<file path="config.mk">
export PLATFORM = sky130hd
export DESIGN_NAME = skid_buffer
export DESIGN_NICKNAME = d
export VERILOG_FILES = /design/src/rtl/skid_buffer.sv
export SDC_FILE = /design/constraint.sdc
export NUM_CORES = 1
export LEC_CHECK = 0
export CORE_AREA = 4 4 58 60
export DETAILED_ROUTE_END_ITERATION = 10
export DIE_AREA = 0 0 62 64
export PLACE_DENSITY = 0.67
export SYNTH_ARGS = -nofsm -noshare
export SYNTH_HDL_FRONTEND = slang
export SYNTH_SLANG_ARGS = --single-unit
</file>
<file path="constraint.sdc">
create_clock -name clk -period 1.4 [get_ports clk]
set_input_delay 0.35 -clock clk [delete_from_list [all_inputs] [get_ports clk]]
set_output_delay 0.35 -clock clk [all_outputs]
set_load 0.01 [all_outputs]
</file>
<file path="src/rtl/skid_buffer.sv">
// Two-entry registered valid/ready pipeline slice (main + skid register).
// Optional synchronous flush input enabled by defining SKID_BUFFER_FLUSH_EN.
module skid_buffer #(
  parameter int DWIDTH = 8
) (
  input  logic              clk,
  input  logic              rst,
`ifdef SKID_BUFFER_FLUSH_EN
  input  logic              flush,
`endif
  input  logic              s_valid,
  output logic              s_ready,
  input  logic [DWIDTH-1:0] s_data,
  output logic              m_valid,
  input  logic              m_ready,
  output logic [DWIDTH-1:0] m_data
);

  typedef enum logic [1:0] {
    ST_EMPTY = 2'd0,
    ST_BUSY  = 2'd1,
    ST_FULL  = 2'd2
  } state_e;

  state_e              state_q, state_d;
  logic [DWIDTH-1:0]   main_q, main_d;
  logic [DWIDTH-1:0]   skid_q, skid_d;
  logic                s_ready_q, s_ready_d;
  logic                m_valid_q, m_valid_d;
  logic                xfer_in, xfer_out;

  // Handshakes use the registered flags so no input reaches an output combinationally.
  assign xfer_in  = s_valid & s_ready_q;
  assign xfer_out = m_valid_q & m_ready;

  always_comb begin
    state_d = state_q;
    main_d  = main_q;
    skid_d  = skid_q;
    case (state_q)
      ST_EMPTY: begin
        if (xfer_in) begin
          main_d  = s_data;
          state_d = ST_BUSY;
        end
      end
      ST_BUSY: begin
        if (xfer_in && xfer_out) begin
          main_d = s_data;
        end else if (xfer_in) begin
          skid_d  = s_data;
          state_d = ST_FULL;
        end else if (xfer_out) begin
          state_d = ST_EMPTY;
        end
      end
      ST_FULL: begin
        if (xfer_out) begin
          main_d  = skid_q;
          state_d = ST_BUSY;
        end
      end
      default: state_d = ST_EMPTY;
    endcase
`ifdef SKID_BUFFER_FLUSH_EN
    // Flush wins over any handshake; data regs keep their stale contents.
    if (flush) begin
      state_d = ST_EMPTY;
      main_d  = main_q;
      skid_d  = skid_q;
    end
`endif
    s_ready_d = (state_d != ST_FULL);
    m_valid_d = (state_d != ST_EMPTY);
  end

  // s_ready resets low and first rises on the edge after rst is released.
  always_ff @(posedge clk or posedge rst) begin
    if (rst) begin
      state_q   <= ST_EMPTY;
      main_q    <= '0;
      skid_q    <= '0;
      s_ready_q <= 1'b0;
      m_valid_q <= 1'b0;
    end else begin
      state_q   <= state_d;
      main_q    <= main_d;
      skid_q    <= skid_d;
      s_ready_q <= s_ready_d;
      m_valid_q <= m_valid_d;
    end
  end

  assign s_ready = s_ready_q;
  assign m_valid = m_valid_q;
  assign m_data  = main_q;

endmodule

</file>
; Yosys cells after proc, flatten, opt, wreduce, memory -nomap -nowiden
; Index checks and enable logic that the tools add are counted.
[word_totals]
ff_bits = 20
input_bits = 12
output_inout_bits = 10
wordCells = 30
[op_classes]
n_eq_ne = 6
muxes = 10
bitwise = 3
n_reduce_logical = 6
[ops]
columns = cell, count
row1 = 8-bit two-way mux, 3
row2 = 8-bit case mux with 3 select lines, 1
row3 = 2-bit two-way mux, 5
row4 = "2-bit inequality test, second input constant", 4
row5 = 2-bit case mux with 3 select lines, 1
row6 = 4-bit AND reduction, 1
row7 = 3-bit AND reduction, 1
row8 = 3-bit nonzero test, 1
row9 = 1-bit AND, 2
row10 = "2-bit by 1-bit == test with 1-bit output, second input constant", 1
row11 = "2-bit == test, second input constant", 1
row12 = 2-bit zero test, 1
row13 = 2-bit nonzero test, 1
row14 = 1-bit logical AND, 1
row15 = 1-bit NOT, 1

; Logic depth before layout (Yosys ltp)
; Gate-level depths: netlist of the first run.
[logic_depth]
depth_word = 6
mapped_depth = 4
ltp_nobuf = 3

; Worst setup path after synthesis of the first run
; No wires, ideal clock.
[synth_path]
path_type = register to register
startpoint = reg state_q[0]
endpoint = reg main_q[0] (netlist: m_data[0])
setup_time_ps = 125
arrival_ps = 1349
required_ps = 1275
slack_ps = -74
stages_incl_launch_ff = 4
n_path_buf = 0
synth_period_minus_slack_ps = 1474
path_cell_list = dfrtp_1 -> a21boi_2 -> o32ai_4 -> mux2_2
[synth_between]
elab_chain_cells = 3
word_cells_on_any_way = 9
cone_classes = eq/ne (5) / mux (1) / reduce/logical (3)
[synth_rtl]
columns = element, line_no
row1 = "start, declared", 25  ; state_e state_q, state_d;
row2 = "start signal, assigned", 86  ; state_q <= state_d;
row3 = "2-bit by 1-bit == test with 1-bit output, or another cell as far along", 40  ; case (state_q)
row4 = 2-bit inequality test (no source line) / 3-bit nonzero test (equally long branches), -
row5 = 4-bit AND reduction (no source line), -
row6 = "end signal, assigned", 87  ; main_q <= main_d;
row7 = "end, declared", 26  ; logic [DWIDTH-1:0] main_q, main_d;
; Several ways; a longest one is shown, not always the timed one.
; A chain may end at the register's enable or synchronous reset.

; Worst setup path after layout of the first run
[layout_path]
startpoint = reg state_q[0]
endpoint = reg main_q[2] (netlist: m_data[2])
; The elaborated chain is that of the path after synthesis.

==> results of run 1 <==
==> what timing repair did <==
action,in CTS,in global routing
gates resized for setup,24,5
setup buffers,2,2
pin swaps,1,2
hold endpoints to repair,0,0
endpoints found under the setup margin,26,16
==> registers in the layout, indices dropped and copies added, names as in the netlist <==
name and flops:
m_valid 1, state_q 2, skid_q 8, m_data 8
s_ready 1
==> layout by cell type, fill, tap and decap left out, types with 3 or more instances in the layout <==
cell type        Yosys  final
dfrtp_1             20     19
clkbuf_4             0      3
buf_6                1      5
mux2_4               8     15
dlygate4sd2_1        0     11
buf_4                0      8
clkdlybuf4s50_1      0      9
mux2_2              16      9
a21oi_1              3      3
==> logic make-up (layout without fill, tap and decap cells) <==
family,Yosys count,in the layout,share of synthesized area [%]
multiplexers,25,25,32.8
AO/OA/AOI/OAI,8,8,7.79
AND/OR/NAND/NOR,7,7,5.02
buffers and inverters,2,39,1.58
flip-flops,20,20,52.8
==> power breakdown <==
part | internal, mW | switching [mW]
clock | 0.0995 | 0.152
combinational | 0.939 | 0.526
sequential | 0.866 | 0.174
==> area by class of cell <==
cell class	instances	area (um^2)	share of cell area, %
Timing Repair Buffer	35	343	24.7
Tap cell	33	41.3	2.97
Multi-Input combinational cell	40	478	34.4
Inverter	1	3.75	0.270
Sequential cell	20	502	36.1
Clock buffer	3	22.5	1.62
==> through the flow <==
step | setup TNS, ps | hold slack (ps) | util, % | setup slack, ps | instance area [um^2]
global route | -502 | 421 | 47.5 | -81.7 | 1390
CTS | -311 | 413 | 46.5 | -52.9 | 1360
detailed placement | -7140 | 495 | 44.1 | -465 | 1290
global placement | -6730 | 486 | 44.1 | -438 | 1290
floorplan | -199 | 314 | - | -28.4 | 950
finish | -244 | 398 | 47.5 | -50.9 | 1390
==> layer usage <==
layer | global-route usage (%) | up-vias | wire, um
met5 | 0 | - | 0
met4 | 1.59 | 0 | 0
met3 | 2.02 | 0 | 87
met2 | 18.3 | 16 | 1030
met1 | 14.2 | 306 | 801
li1 | - | 299 | -
==> worst min path at each step <==
| stage | slack (ps) | depth (start not counted) | endpoint | from |
|---|---|---|---|---|
| after global routing | 420 | 3 | skid_q[4]$_DFFE_PP0P_ | rst |
| final | 400 | 3 | skid_q[7]$_DFFE_PP0P_ | rst |
| after CTS | 410 | 3 | skid_q[4]$_DFFE_PP0P_ | rst |
| after detailed placement | 490 | 1 | skid_q[6]$_DFFE_PP0P_ | skid_q[6]$_DFFE_PP0P_ |
| after global placement | 490 | 1 | skid_q[6]$_DFFE_PP0P_ | skid_q[6]$_DFFE_PP0P_ |
| after floorplan | 310 | 1 | m_data[0]$_DFFE_PP0P_ | rst |
==> worst register-to-register path: stages, from the launching register on <==
cell and delay [ps]:
dfrtp_1 420, nand2b_4 220, buf_12 160, mux2_4 290
mux2_4 260
==> summary.txt, run 1 <==
Status
  – Status: finished, violations left
  – Failing checks: negative setup slack

Clock tree
  – CTS Sinks: 20
  – # hold bufs at CTS: 0
  – Root Buffer: clkbuf_4
  – Clock Latency Late Sink: 280 ps
  – H-Tree Depth: 1
  – Total CTS buffers: 3
  – TritonCTS clock tree: built
  – Clock Path Buffers: 2
  – Clk pin slew, worst setup/hold paths: 100 ps

Power and ir drop
  – Total Power: 2.76 mW
  – Leakage power: 0.663 nW
  – Power density over cell area: 1980 nW/um^2
  – VDD IR max: 0.937 mV

Yosys
  – Synth cell types: 17
  – Syn avg cell area: 15.3 um^2
  – Post-synth top area cell: dfrtp_1
  – Most area-consuming cells after synthesis: dfrtp_1 53%, mux2_2 19%, mux2_4 13%
  – YS warnings: 0
  – FF+latch count, synth: 20
  – Yosys top cell area share: 52.8%
  – Net count after synthesis: 74
  – Gate Count Post-Synth: 62
  – Cell Area, Synth: 947 um^2
  – Top cells by count, synth: 20 x dfrtp_1, 16 x mux2_2, 8 x mux2_4
  – Seq/Total Area, Yosys: 52.8%
  – Main flop type after synthesis: dfrtp_1
  – Post-synth EDFFs: 0
  – Most frequent cell after synthesis: dfrtp_1
  – Synth async-reset ratio: 100%

Finish
  – Layout Nets: 113
  – Fin cells: 132
  – Layout cells sized above 1: 50.5%
  – Ant. Diodes: 0
  – Area delta synth->final: 46.8%
  – FILL cells: 270

Detailed routing
  – Post-route DRC violation count: 0
  – Wire per inst: 14.5 um
  – DR pass1 iterations: 4
  – Initial drt markers: 9
  – Vias: 621
  – Final WL: 1.92 mm
  – Routed Antenna Nets: 0
  – Vias/cell: 4.70

GRT
  – First-pass GRT wire length: 3.25 mm
  – Largest net degree at the start of global routing: 21
  – Overflow after GRT: 0
  – Vias in the first global route: 693
  – Global-route usage over all layers: 10.8%
  – Initial antenna violation count: 0

STA
  – Final worst slack: -50.9 ps
  – RSZ-0062 raised after global routing: true
  – Fin. Hold Viols: 0
  – Min cycle time layout: 1450 ps
  – Final Max Slew Viols: 0
  – Final setup viols: 8
  – Fin crit share: 104%
  – Relative slew slack: 83.0%
  – Max frequency: 0.689 GHz
  – Clock skew: 3.90 ps
  – Actual slew at the worst max-slew pin: 256 ps

Floorplanning
  – Chip width: 62 um
  – Initial Util: 32.4%
  – Core area: 2930 um^2
  – Die span in y: 64 um
  – Total die area: 3970 um^2
  – Standard-cell rows: 20
  – IO Pins: 22

Worst setup path
  – CP arrival: 1620 ps
  – Crit path to: m_data[2]$_DFFE_PP0P_
  – Critical Path Sink Type: register
  – CP dominant cell by count: mux2_4
  – Register-to-register setup slack: -50 ps
  – Crit path from: state_q[0]$_DFF_PP0_
  – Slowest library cell on the worst path: dfrtp_1
  – Largest stage delay on the critical path: 420 ps
  – CP Data Required Time: 1570 ps
  – Worst Path Buf+Inv: 1
  – Peak fanout along the critical path: 7
  – R2R depth: 4
  – Critical Path Source Type: register
  – R2r endpoint: m_data[2]$_DFFE_PP0P_
  – Crit. path cell count: 4
  – CP delay by family, top: multiplexers
  – Worst reg2reg startpoint: state_q[0]$_DFF_PP0_
  – Setup CP Type: register to register
  – CP Cell Sequence: nand2b_4, buf_12, mux2_4, mux2_4

Place
  – IO Port Bufs: 21
  – Placed cell count: 125
  – GPL Wtd Cong: 0.685
  – HPWL Detailed: 1.44 mm

Job
  – Max Cap Violations: 0

Min path
  – Worst hold path class: input port to async pin
Note: power is estimated with default switching activity, not from simulation.
==> inputs of run 2 (changes only) <==
--- a/config.mk
+++ b/config.mk
@@ -5,6 +5,7 @@
 export SDC_FILE = /design/constraint.sdc
 export NUM_CORES = 1
 export LEC_CHECK = 0
+export CAP_MARGIN = 10
 export CORE_AREA = 4 4 58 60
 export DETAILED_ROUTE_END_ITERATION = 10
 export DIE_AREA = 0 0 62 64
==> results of run 2 <==
Same layout as run 1: the final DEF is identical, and so are final timing and power.
==> inputs of run 3 (changes only) <==
--- a/config.mk
+++ b/config.mk
@@ -10,6 +10,7 @@
 export DETAILED_ROUTE_END_ITERATION = 10
 export DIE_AREA = 0 0 62 64
 export PLACE_DENSITY = 0.67
+export SETUP_SLACK_MARGIN = 0.3
 export SYNTH_ARGS = -nofsm -noshare
 export SYNTH_HDL_FRONTEND = slang
 export SYNTH_SLANG_ARGS = --single-unit
==> summary.txt, run 3 (synthesis gave the netlist of run 1 again) <==
Worst setup path
  – R2R depth: 6 (+2)
  – Setup CP Type: register to register
  – Slowest library cell on the worst path: dfrtp_1
  – Largest stage delay on the critical path: 400 ps (-20 ps)
  – Crit path from: m_valid$_DFF_PP0_
  – Peak fanout along the critical path: 8 (+1)
  – R2r endpoint: skid_q[2]$_DFFE_PP0P_
  – CP Data Required Time: 1590 ps (+20 ps)
  – CP delay by family, top: flip-flops
  – CP dominant cell by count: buf_6
  – CP Cell Sequence: buf_6, a21boi_4, buf_6, buf_6, nand2_8, mux2_4
  – Critical Path Sink Type: register
  – Critical Path Source Type: register
  – Worst Path Buf+Inv: 3 (+2)
  – Crit path to: skid_q[2]$_DFFE_PP0P_
  – CP arrival: 1610 ps (about the same)
  – Crit. path cell count: 6 (+2)
  – Worst reg2reg startpoint: m_valid$_DFF_PP0_
  – Register-to-register setup slack: -20 ps (+30 ps)

Min path
  – Worst hold path class: input port to async pin

Power and ir drop
  – Total Power: 3.11 mW (+13%)
  – Power density over cell area: 2140 nW/um^2 (+8.0%)
  – Leakage power: 0.697 nW (+5.1%)
  – VDD IR max: 1.11 mV (+18%)

Clock tree
  – TritonCTS clock tree: built
  – Clock Latency Late Sink: 300 ps (+20 ps)
  – Root Buffer: clkbuf_4
  – Clk pin slew, worst setup/hold paths: 120 ps (+20 ps)
  – CTS Sinks: 20 (unchanged)
  – Clock Path Buffers: 2 (unchanged)
  – Total CTS buffers: 3 (unchanged)
  – H-Tree Depth: 1 (unchanged)
  – # hold bufs at CTS: 0 (unchanged)

Finish
  – Area delta synth->final: 53.5%
  – Ant. Diodes: 0 (unchanged)
  – Fin cells: 140 (+6.1%)
  – FILL cells: 261 (-3.3%)
  – Most common cell after layout, fill and taps aside: dfrtp_1
  – Layout cells sized above 1: 62.6% (+12 points)
  – Most frequent cells in the layout: 19 x dfrtp_1, 16 x mux2_4, 13 x buf_4, 9 x clkdlybuf4s50_1, 9 x buf_2
  – Fin util: 49.7% (+2.2 points)
  – Layout Nets: 120 (+6.2%)

Detailed routing
  – Wire per inst: 12.9 um (-11%)
  – Vias/cell: 4.59 (-2.4%)
  – DR pass1 iterations: 4 (unchanged)
  – Vias: 643 (+3.5%)
  – Post-route DRC violation count: 0 (unchanged)
  – Final WL: 1.80 mm (-6.1%)
  – Routed Antenna Nets: 0 (unchanged)
  – Initial drt markers: 11 (+2)

STA
  – Fin. Hold Viols: 0 (unchanged)
  – Fin crit share: 101% (-2.2 points)
  – Final setup viols: 8 (unchanged)
  – Fin Setup TNS: -81.0 ps (+163 ps)
  – Max frequency: 0.704 GHz (+2.2%)
  – Relative slew slack: 83.0% (about the same)
  – Min cycle time layout: 1420 ps (-31.0 ps)
  – RSZ-0062 raised after global routing: true
  – Actual slew at the worst max-slew pin: 255 ps (-0.0634 ps)
  – Final worst slack: -19.9 ps (+31.0 ps)
  – Final Max Slew Viols: 0 (unchanged)
  – Clock skew: 12.0 ps (+8.10 ps)

Floorplanning
  – Chip width: 62 um (unchanged)
  – Core area: 2930 um^2 (unchanged)
  – Total die area: 3970 um^2 (unchanged)
  – Initial Util: 32.4% (unchanged)
  – IO Pins: 22 (unchanged)
  – Die span in y: 64 um (unchanged)
  – Standard-cell rows: 20 (unchanged)

GRT
  – Overflow after GRT: 0 (unchanged)
  – Vias in the first global route: 687 (-0.87%)
  – Largest net degree at the start of global routing: 21 (unchanged)
  – Initial antenna violation count: 0 (unchanged)
  – First-pass GRT wire length: 3.13 mm (-3.8%)
  – Global-route usage over all layers: 10.5% (-0.31 points)

Status
  – Status: finished, violations left
  – Failing checks: negative setup slack

Place
  – HPWL Detailed: 1.26 mm (-12%)
  – GPL Wtd Cong: 0.717 (+4.7%)
  – Placed cell count: 124 (-0.80%)
  – IO Port Bufs: 21 (unchanged)

Job
  – Max Cap Violations: 0 (unchanged)
-- run 3: changes by cell type in the layout (fill, tap and decap cells not counted), moves of 2 or more --
cell / previous run / this run
buf_4: 8 / 13
dlygate4sd2_1: 11 / 2
buf_6: 5 / 7
nand2_4: 2 / 0
buf_2: 0 / 9
-- run 3: final cells by class --
cell class                      count  area, um^2  area share, %
Tap cell                           33        41.3           2.84
Clock buffer                        3        22.5           1.55
Sequential cell                    20         502           34.5
Inverter                            1        3.75          0.258
Timing Repair Buffer               42         369           25.4
Clock inverter                      1        30.0           2.07
Multi-Input combinational cell     40         485           33.4
-- run 3: metal layers --
layer	GRT usage [%]	up-vias	part of all wire, %
li1	-	312	-
met4	3.18	0	0.39
met2	16.1	13	50
met3	1.82	2	3.6
met5	0	-	0
met1	14.8	316	46
-- run 3: repair_timing --
item | 4_1_cts | 5_1_grt
pin swaps | 3 | 2
setup endpoints to repair | 30 | 30
resized for setup | 50 | 8
buffers inserted | 6 | 6
-- run 3: worst min-delay path by stage --
stage / to / from / cells past startpoint / slack, ps
finish: m_data[3]$_DFFE_PP0P_ / rst / 3 / 350
global route: m_data[3]$_DFFE_PP0P_ / rst / 3 / 370
CTS: m_data[3]$_DFFE_PP0P_ / rst / 3 / 350
detailed placement: skid_q[6]$_DFFE_PP0P_ / skid_q[6]$_DFFE_PP0P_ / 1 / 490
global placement: skid_q[1]$_DFFE_PP0P_ / skid_q[1]$_DFFE_PP0P_ / 1 / 490
floorplan: m_data[0]$_DFFE_PP0P_ / rst / 1 / 310
-- run 3: tightest hold or removal path: cells and delay by family --
kind | cells | cell delay, ps
buf+inv | 3 | 700
-- run 3: report_power, final --
part / internal [mW] / switching, mW / total [mW]
combinational: 1.06 / 0.555 / 1.61
sequential: 0.864 / 0.170 / 1.03
clock: 0.289 / 0.176 / 0.466
-- run 3: through the flow --
step	hold WS [ps]	setup slack [ps]	cell area (um^2)
detailed placement	494	-457	1300
CTS	350	-52.5	1400
global placement	486	-441	1300
finish	352	-19.9	1450
floorplan	314	-26.6	967
global route	374	-71.4	1450
==> patch 1: new RTL, settings of run 1 <==
`DWIDTH`: 8 -> 12.
--- a/src/rtl/skid_buffer.sv
+++ b/src/rtl/skid_buffer.sv
@@ -3,3 +3,3 @@
 module skid_buffer #(
-  parameter int DWIDTH = 8
+  parameter int DWIDTH = 12
 ) (
Ports: changed (resized m_data and s_data); port bits go from 22 to 30. No check against the original RTL was run, so the function may have changed too.
==> patch 1 against run 1 <==
The flow still finishes with violations (setup timing). Synthesized cell count is 37% higher. Clock skew increased by 0.0086 ns. Cell area increased by 42%. Power increased by 49%. Routed wire length grew 47%. Die area is the same. Setup slack got worse by 0.063 ns. Sequential cell count is 8 higher. Count of clock-buffer cells in the layout unchanged. Utilization grew 20 points. Synthesized area increased by 39%. Non-clock buffer count rose by 20.
==> patch 1: results (changes against run 1) <==
| Metric | Value |
|---|---|
| Status | finished with violations (unchanged) |
| Failing checks | setup timing (unchanged) |
| Final setup margin | -0.114 ns (was -0.0509 ns) |
| Post-place setup slack | -0.523 ns (was -0.465 ns) |
| Tot GR Track Use | 16.0% (was 10.8%) |
| Post-DP HPWL | 1.85 mm (was 1.44 mm) |
| Final weighted congestion in routability-driven placement | 0.770 (was 0.685) |
| Vias in the first global route | 1005 (was 693) |
| WL/cell | 16.2 um (was 14.5 um) |
| Sw power | 1220 uW (was 851 uW) |
| FILL cells | 218 (was 270) |
| Global-route wire length before repair | 4.72 mm (was 3.25 mm) |
| List of most frequent post-synthesis cells | 28 x dfrtp_1, 26 x mux2_2, 10 x mux2_4 (was 20 x dfrtp_1, 16 x mux2_2, 8 x mux2_4) |
| Clk pin slew, worst setup/hold paths | 0.15 ns (was 0.10 ns) |
| Hold WS | 0.336 ns (was 0.398 ns) |
| Vias | 889 (was 621) |
| Worst R2R Path Depth | 5 (was 4) |
| Largest net degree at the start of global routing | 29 (was 21) |
| Skew final | 0.0125 ns (was 0.00390 ns) |
| IO buf count | 29 (was 21) |
| Placed Area | 0.00176 mm2 (was 0.00129 mm2) |
| Setup Viol. Count Final | 24 (was 8) |
| Mapped Nets | 101 (was 74) |
| Initial DRC Count | 13 (was 9) |
| Latest clock arrival within the worst-skew pair | 0.32 ns (was 0.28 ns) |
| Final nets | 158 (was 113) |
| Fraction of layout cells with a size suffix above 1 | 54.6% (was 50.5%) |
| Post-synth cell types | 19 (was 17) |
| Critical R2R Capture | m_data[4] (was m_data[2]) |
| Fin cells | 174 (was 132) |
| P_leak | 0.000909 uW (was 0.000663 uW) |
| WP data arrival | 1.73 ns (was 1.62 ns) |
| Clk. pwr | 522 uW (was 251 uW) |
| Logic power comb | 2120 uW (was 1460 uW) |
| Part of the Yosys area used for sequential elements | 53.3% (was 52.8%) |
## patch 1: metrics by stage
stage,util (%),power [uW],setup TNS [ns]
final,67.4,4100,-1.36
after global routing,67.4,4360,-2.54
after CTS,66.3,4070,-1.96
after detailed placement,60.0,3340,-11.72
after global placement,60.0,3280,-10.87
after floorplan,-,2530,-0.531
## patch 1: how the worst max path moves through the flow
stage	startpoint	to	slack [ns]	depth (start not counted)
2_1_floorplan	state_q[0]	m_data[0]	-0.05	4
3_3_place_gp	s_valid	m_data[3]	-0.47	5
3_5_place_dp	m_ready	m_data[3]	-0.52	5
4_1_cts	state_q[0]	m_data[0]	-0.13	5
5_1_grt	state_q[0]	m_data[4]	-0.15	5
6_report	state_q[0]	m_data[4]	-0.11	5
## patch 1: cells by family (layout without fill, tap and decap cells)
kind of cell	after synthesis	after routing	synth area share, %
and+or+nand+nor	7	7	3.14
buffers and inverters	4	60	2.86
DFF	28	28	53.3
muxes	36	36	33.7
AOI/OAI and AO/OA	10	10	6.95
## patch 1: metal layers
metal	wire length, um	track usage (%)	vias up
met1	1270	21.0	443
li1	-	-	426
met4	14	5.57	0
met2	1450	26.6	18
met5	0	0	-
met3	80	1.82	2
## patch 1: timing repair
item                                    4_1_cts  5_1_grt
hold buffers                                  0        0
gates resized for setup                      39       21
gates cloned                                  1        0
pin swaps                                     1        2
setup buffers                                 8        6
endpoints found under the setup margin       38       34
## patch 1: area by class of cell
class	count	area [um2]	area share, %
Multi-Input combinational cell	53	644	32.6
Clock buffer	3	22.5	1.14
Clock inverter	1	30.0	1.52
Timing Repair Buffer	55	529	26.8
Tap cell	33	41.3	2.09
Inverter	1	3.75	0.190
Sequential cell	28	703	35.6
==> patch 2: new RTL, config.mk and constraints of run 1 <==
Without the edit above. The 3 states of `state_e` get a one-hot encoding in 3 bits.
--- a/src/rtl/skid_buffer.sv
+++ b/src/rtl/skid_buffer.sv
@@ -18,6 +18,6 @@
 
-  typedef enum logic [1:0] {
-    ST_EMPTY = 2'd0,
-    ST_BUSY  = 2'd1,
-    ST_FULL  = 2'd2
+  typedef enum logic [2:0] {
+    ST_EMPTY = 3'b001,
+    ST_BUSY  = 3'b010,
+    ST_FULL  = 3'b100
   } state_e;
Behaviour: same outputs for any inputs over 10 cycles, from zero or initial values and one cycle with rst high; not proved beyond that.
==> patch 2 against run 1 <==
The flow still finishes with violations (setup timing). Cell area is 1.8% higher. Utilization grew 0.85 points. Synthesized cell count rose by 9.7%. Sequential cell count is 1 higher. Power decreased by 9.3%. Final cell count is 6.8% higher. Via count up 6.1%. Synthesized area up 2.8%. Fmax decreased by 12%. Setup slack lost 0.19 ns. Clock power is 11% higher. Routed wire length fell by 6.9%.
==> patch 2: results (changes against run 1) <==
| Metric | Value |
|---|---|
| Slew HR | 82.1% (was 83.0%) |
| Setup Viol. Count Final | 19 (was 8) |
| Number of synthesized register bits | 21 (was 20) |
| Met3 usage | 2.42% (was 2.02%) |
| Vias per inst | 4.67 (was 4.70) |
| Met1 wire length | 833 um (was 801 um) |
| Setup TNS | -3.29 ns (was -0.244 ns) |
| Status | finished with violations (unchanged) |
| Vias in the first global route | 740 (was 693) |
| M1 GR Usage | 14.3% (was 14.2%) |
| Final nets | 121 (was 113) |
| Final weighted congestion in routability-driven placement | 0.822 (was 0.685) |
| Worst path slowest cell | dfstp_2 (was dfrtp_1) |
| Resized Gates After CTS | 13 (was 24) |
| Setup bufs post-CTS | 0 (was 2) |
| Multi-Input Combinational | 42 (was 40) |
| Fraction of area in registers | 37.4% (was 36.1%) |
| P_leak | 0.000626 uW (was 0.000663 uW) |
| Mux cell area share after synthesis | 27.8% (was 32.8%) |
| Repair and plain buffers | 37 (was 35) |
| Met3 WL post-DR | 94 um (was 87 um) |
| Fraction of layout cells with a size suffix above 1 | 52.8% (was 50.5%) |
| Skew final | 0.00714 ns (was 0.00390 ns) |
| WL met2 | 855 um (was 1.03 mm) |
| Tot GR Track Use | 10.5% (was 10.8%) |
| Final setup margin | -0.245 ns (was -0.0509 ns) |
| Mapped Nets | 80 (was 74) |
| List of most frequent post-synthesis cells | 24 x mux2_2, 20 x dfrtp_1, 4 x inv_1 (was 20 x dfrtp_1, 16 x mux2_2, 8 x mux2_4) |
| Post-synth cell types | 20 (was 17) |
| Crit Path Max Fanout | 8 (was 7) |
| Most frequent cell after synthesis | mux2_2 (was dfrtp_1) |
| Clk tree area frac | 1.95% (was 1.62%) |
| Initial DRC Count | 14 (was 9) |
| Detailed Route WL | 1.78 mm (was 1.92 mm) |
| Post-Synth XOR/XNOR Area | 0.900% (was 0%) |
| FILL cells | 281 (was 270) |
| Failing checks | setup timing (unchanged) |
| Maximum VDD drop | 1.02 mV (was 0.937 mV) |
| Largest net degree at the start of global routing | 22 (was 21) |
| CP top delay family | flip-flops (was multiplexers) |
| Post-synth ARST share | 100% (unchanged) |
| Area of the multi-input gates | 444 um2 (was 478 um2) |
| Synth top area cells | dfrtp_1 51%, mux2_2 28%, dfstp_2 2.7%, nor3b_2 2.6%, nand3_4 1.8% (was dfrtp_1 53%, mux2_2 19%, mux2_4 13%, o32ai_4 2.9%, a21oi_1 1.6%) |
| CP peak stage delay | 0.61 ns (was 0.42 ns) |
| Non-clk invs | 4 (was 1) |
| Global-route wire length before repair | 3.19 mm (was 3.25 mm) |
| Final non-clock buffer share | 25.3% (was 24.7%) |
| Post-DP HPWL | 1.29 mm (was 1.44 mm) |
patch 2: worst paths after layout:
| check | startpoint | to | slack, ns |
|---|---|---|---|
| min reg2reg | skid_q[3] | skid_q[3] | 0.51 |
| max in group asynchronous | rst | state_q[0] | 0.75 |
| max reg2reg | state_q[0] | m_data[2] | -0.25 |
| min | rst | skid_q[5] | 0.36 |
| max | state_q[0] | m_data[2] | -0.25 |
| min in group clk | skid_q[3] | skid_q[3] | 0.51 |
patch 2: stage by stage:
step / util [%] / cell area [um2] / worst slack, ns / hold WS (ns) / instances
floorplan: - / 973 / -0.232 / 0.326 / 68
global placement: 45.5 / 1330 / -0.592 / 0.482 / 135
detailed placement: 45.5 / 1330 / -0.613 / 0.492 / 135
CTS: 46.1 / 1350 / -0.245 / 0.367 / 139
global route: 48.3 / 1420 / -0.299 / 0.389 / 141
finish: 48.3 / 1420 / -0.245 / 0.365 / 141
patch 2: report_power, final:
group          switching, uW  internal, uW  total [uW]
Sequential               174           908        1080
Combinational            423           716        1140
Clock                    171           106         278
